[src/rtl/led_rotator_pkg.sv]
// Shared types for the LED rotator: display mode encoding and the mode used
// when nothing else is selected.
package led_rotator_pkg;

  typedef enum logic [1:0] {
    ROTATE = 2'b00,
    CLAMP  = 2'b01,
    BAR    = 2'b10,
    HOLD   = 2'b11
  } mode_t;

  localparam mode_t MODE_DEFAULT = ROTATE;

endpackage

[src/rtl/rot_edge_detect.sv]
// Encoder event front end: optional 2-flop synchroniser (LED_ROTATOR_SYNC_EN)
// followed by a rising-edge detector producing a one-cycle step and its direction.
module rot_edge_detect (
  input  logic clk,
  input  logic rst_n,
  input  logic event_in,
  input  logic dir_in,
  output logic step,
  output logic dir
);

  logic ev_cur;
  logic ev_prev;

`ifdef LED_ROTATOR_SYNC_EN
  logic [1:0] ev_sync;
  logic [1:0] dir_sync;

  always_ff @(posedge clk or negedge rst_n) begin
    if (!rst_n) begin
      ev_sync  <= 2'b11;
      dir_sync <= 2'b11;
    end else begin
      ev_sync  <= {ev_sync[0], event_in};
      dir_sync <= {dir_sync[0], dir_in};
    end
  end

  assign ev_cur = ev_sync[1];
  assign dir    = dir_sync[1];
`else
  assign ev_cur = event_in;
  assign dir    = dir_in;
`endif

  // Previous value resets high so an event held through reset is not a step.
  always_ff @(posedge clk or negedge rst_n) begin
    if (!rst_n) begin
      ev_prev <= 1'b1;
    end else begin
      ev_prev <= ev_cur;
    end
  end

  assign step = ev_cur & ~ev_prev;

endmodule

[src/rtl/led_rotator_n.sv]
// Rotary-encoder driven LED position indicator with rotate/clamp/bar/hold modes.
// Define LED_ROTATOR_SYNC_EN to synchronise the encoder inputs (2 extra cycles).
module led_rotator_n
  import led_rotator_pkg::*;
#(
  parameter int WIDTH    = 8,
  parameter int INIT_POS = 3,
  parameter int CNT_W    = 8
) (
  input  logic                     clk,
  input  logic                     rst_n,
  input  logic                     rotation_event,
  input  logic                     rotation_direction,
  input  logic [1:0]               mode,
  input  logic                     load,
  input  logic [$clog2(WIDTH)-1:0] load_pos,
  output logic [WIDTH-1:0]         led,
  output logic [$clog2(WIDTH)-1:0] pos,
  output logic                     at_limit,
  output logic [CNT_W-1:0]         event_cnt
);

  localparam int PW = $clog2(WIDTH);
  localparam logic [PW-1:0] POS_MAX  = PW'(WIDTH - 1);
  localparam logic [PW-1:0] POS_INIT = PW'(INIT_POS);

  mode_t            mode_cur;
  logic             step;
  logic             dir;
  logic [PW-1:0]    pos_q;
  logic [PW-1:0]    pos_d;
  logic [PW-1:0]    pos_up;
  logic [PW-1:0]    pos_dn;
  logic [PW-1:0]    load_clamped;
  logic [CNT_W-1:0] cnt_q;
  logic [CNT_W-1:0] cnt_d;

  assign mode_cur = mode_t'(mode);

  rot_edge_detect u_edge (
    .clk      (clk),
    .rst_n    (rst_n),
    .event_in (rotation_event),
    .dir_in   (rotation_direction),
    .step     (step),
    .dir      (dir)
  );

  always_ff @(posedge clk or negedge rst_n) begin
    if (!rst_n) begin
      pos_q <= POS_INIT;
      cnt_q <= '0;
    end else begin
      pos_q <= pos_d;
      cnt_q <= cnt_d;
    end
  end

  assign pos_up       = (pos_q == POS_MAX) ? '0 : pos_q + PW'(1);
  assign pos_dn       = (pos_q == '0) ? POS_MAX : pos_q - PW'(1);
  assign load_clamped = ({1'b0, load_pos} > {1'b0, POS_MAX}) ? POS_MAX : load_pos;

  // Load wins over a coincident step; the step is simply lost.
  always_comb begin
    pos_d = pos_q;
    cnt_d = cnt_q;
    if (load) begin
      pos_d = load_clamped;
    end else if (step) begin
      case (mode_cur)
        ROTATE: begin
          pos_d = dir ? pos_up : pos_dn;
          cnt_d = cnt_q + CNT_W'(1);
        end
        CLAMP, BAR: begin
          if (dir ? (pos_q != POS_MAX) : (pos_q != '0)) begin
            pos_d = dir ? pos_up : pos_dn;
            cnt_d = cnt_q + CNT_W'(1);
          end
        end
        default: begin
        end
      endcase
    end
  end

  always_comb begin
    led = '0;
    if (mode_cur == BAR) begin
      for (int i = 0; i < WIDTH; i++) begin
        led[i] = (PW'(i) <= pos_q);
      end
    end else begin
      led[pos_q] = 1'b1;
    end
  end

  assign at_limit  = (pos_q == '0) || (pos_q == POS_MAX);
  assign pos       = pos_q;
  assign event_cnt = cnt_q;

endmodule

[config.mk]
export PLATFORM = sky130hd
export DESIGN_NAME = led_rotator_n
export DESIGN_NICKNAME = d
export VERILOG_FILES = /design/src/rtl/led_rotator_pkg.sv /design/src/rtl/rot_edge_detect.sv /design/src/rtl/led_rotator_n.sv
export SDC_FILE = /design/constraint.sdc
export NUM_CORES = 1
export LEC_CHECK = 0
export CORE_MARGIN = 2
export CORE_UTILIZATION = 45
export DETAILED_ROUTE_END_ITERATION = 16
export PLACE_DENSITY = 0.79
export RECOVER_POWER = 25
export SLEW_MARGIN = 25
export SYNTH_ARGS = -nofsm -noshare
export SYNTH_HDL_FRONTEND = slang
export SYNTH_SLANG_ARGS = --single-unit
[constraint.sdc]
create_clock -name clk -period 3.5 [get_ports clk]
set_input_delay 0.875 -clock clk [delete_from_list [all_inputs] [get_ports clk]]
set_output_delay 0.875 -clock clk [all_outputs]
set_load 0.05 [all_outputs]
==> reports/results.ini <==
[outcome]
status = complete, no violations

[route]
via_per_inst = 5.26
detail-route-antenna-nets = 0
route.detailed.drc = 0
drt_iter0_markers = 10
post_drt_wl_per_cell_um = 12.4
wl_um = 1890
vias = 800
drt-pass1-iter-count = 4

[grt]
track_usage_pct = 17.7
grt_pass1_wl_um = 3430
grt_max_degree = 15
gr-total-overflow = 0
grt_pass1_vias = 763
grt_antenna_before_repair = 0

[power]
peakVddDrop_v = 0.000464
power_leakage_nw = 0.581
p_per_area_mw_per_mm2 = 508
finalPower_mw = 0.668

[clock_tree]
cts_tree = built
cts_hold_buf = 0
cts_num_sinks = 12
cts_buffers = 3
ctsLongestPathBuffers = 2
root_buffer = clkbuf_4
path_clk_slew_ns = 0.07
h-tree-depth = 1
clk_latency_ns = 0.26

[finish]
seqCellArea_um2 = 304
diodes = 0
final_common_cell = clkdlybuf4s50_1
multiInputGateArea_um2 = 561
fin_cells = 152
area_growth_pct = 46.2
nNetsFinal = 146
layout_common_cells = 19 x clkdlybuf4s50_1, 10 x ha_1, 9 x nand2_1, 9 x dfrtp_1, 8 x buf_12
num-fill-cells = 171
fin_util_pct = 68.4
drive_gt1_share_pct = 13.6

[flow_run]
maxCapViolations = 0

[hold_path]
whs_endpoint = event_cnt[7]
hp-start = event_cnt[7]
whs_path_depth = 1
hp-class = reg2reg

[sta]
clock.fmax_mhz = 303
worst_slew_pin_slew_ns = 0.674
hold_viol_final = 0
tns_ns = 0
setup_violations = 0
drv_slew = 0
fin_skew_ns = 0.00717
timing.final.crit_share_pct = 94.4
grt_setup_unrepaired = no
fin_crit_ns = 3.30
max-slew-margin-rel_pct = 55.0

[synth]
yosys_warnings = 0
async_flop_share_pct = 100
syn-cell-area_um2 = 898
ys_types = 32
ys_ff_latch = 12
synthFlopType = dfrtp_1
synth_edf_count = 0
synth_fp_nets = 116
synth_cells = 96
syn_area_per_cell_um2 = 9.36
yosysSeqAreaShare_pct = 33.8

[floorplan]
start_util_pct = 46.7
die_h_um = 48.7
core_area_mm2 = 0.00192
rows = 16
die-area_mm2 = 0.00237
io_pins = 30
die_w_um = 48.7

[critical_path]
startpoint_type = input pin
r2r_end = event_cnt[1]
r2r_start = pos[0]
end_kind = output port
rrSetupSlack_ns = 1.24
path_class = in2out
arrival_ns = 2.43
reg2reg_depth = 5
cp_max_fo = 13
critPathRequiredTime_ns = 2.62

[placement]
io_buffers = 29
placed_cells = 148
place_congestion = 0.687
dp_hpwl_um = 1480

## cell families (layout without fill, tap and decap cells)
family,Yosys count,count (layout),synth area share [%]
buffers and inverters,9,38,3.76
AOI/OAI and AO/OA,21,21,17.0
adders and majority gates,10,10,13.9
muxes,2,2,2.37
and+or+nand+nor,33,33,20.3
DFF,12,12,33.8
xor gates and xnor gates,9,9,8.77
## worst max path at each step
| stage | from | to | slack, ns | cells after the start |
|---|---|---|---|---|
| floorplan | mode[0] | led[2] | 0.03 | 5 |
| detailed placement | mode[0] | led[2] | 0.10 | 7 |
| global placement | mode[0] | led[2] | 0.16 | 7 |
| CTS | mode[0] | led[2] | 0.10 | 7 |
| global route | mode[0] | led[6] | 0.006 | 7 |
| finish | mode[0] | led[2] | 0.20 | 7 |
## worst max-delay path, cell delays in order
cell and delay (ns):
clkdlybuf4s50_1 0.48, inv_1 0.06, ha_1 0.33, nor3_1 0.22, a21oi_1 0.06, o21ai_1 0.22, buf_12 0.17
## metrics by stage
| stage | cell area, um^2 | hold WS, ns | setup slack, ns |
|---|---|---|---|
| after CTS | 1310 | 0.496 | 0.100 |
| final | 1310 | 0.486 | 0.196 |
| after detailed placement | 1290 | 0.483 | 0.101 |
| after floorplan | 898 | 0.579 | 0.0263 |
| after global routing | 1310 | 0.523 | 0.00603 |
| after global placement | 1290 | 0.461 | 0.157 |
## power by group
group          internal (mW)  switching [mW]
combinational          0.144           0.219
sequential             0.169          0.0490
clock                 0.0440          0.0427
total                  0.357           0.311
## cells in the mapped netlist, types with 2 or more instances
library cell | count | area share, %
nand2_1 | 9 | 3.8
nor3b_1 | 2 | 1.7
nor2_1 | 6 | 2.5
o31ai_1 | 3 | 2.5
dfrtp_1 | 9 | 25
nor3_1 | 2 | 1.1
o21ai_0 | 3 | 1.7
a21o_1 | 2 | 1.7
xor2_1 | 2 | 2.0
xnor2_1 | 7 | 6.8
nand3_1 | 2 | 1.1
dfstp_2 | 3 | 8.8
ha_1 | 10 | 14
and3_1 | 2 | 1.4
inv_1 | 5 | 2.1
clkbuf_1 | 4 | 1.7
nand4_1 | 5 | 3.5
o21ai_1 | 2 | 1.1
a21oi_1 | 5 | 2.8
## layer usage
layer  GRT usage, %  share of wire (%)  vias up
li1               -                  -      396
met5              0                  0        -
met4           5.71               0.42        0
met1           21.9                 45      379
met3           2.16                3.8        2
met2           31.7                 51       23
## state kept, by name, indices dropped and copies added (netlist names)
register,cells
u_edge.ev_prev,1
event_cnt,8
pos,3
## area by class of cell
class,count,area share (%)
Multi-Input combinational cell,75,42.7
Timing Repair Buffer,29,28.2
Sequential cell,12,23.1
Tap cell,27,2.57
Clock buffer,4,2.00
Inverter,5,1.43
## repair_timing
item,in CTS,in global routing
setup buffers,0,0
gates resized for setup,0,1
endpoints found under the setup margin,0,1
Power figures use the tool's default switching activity.
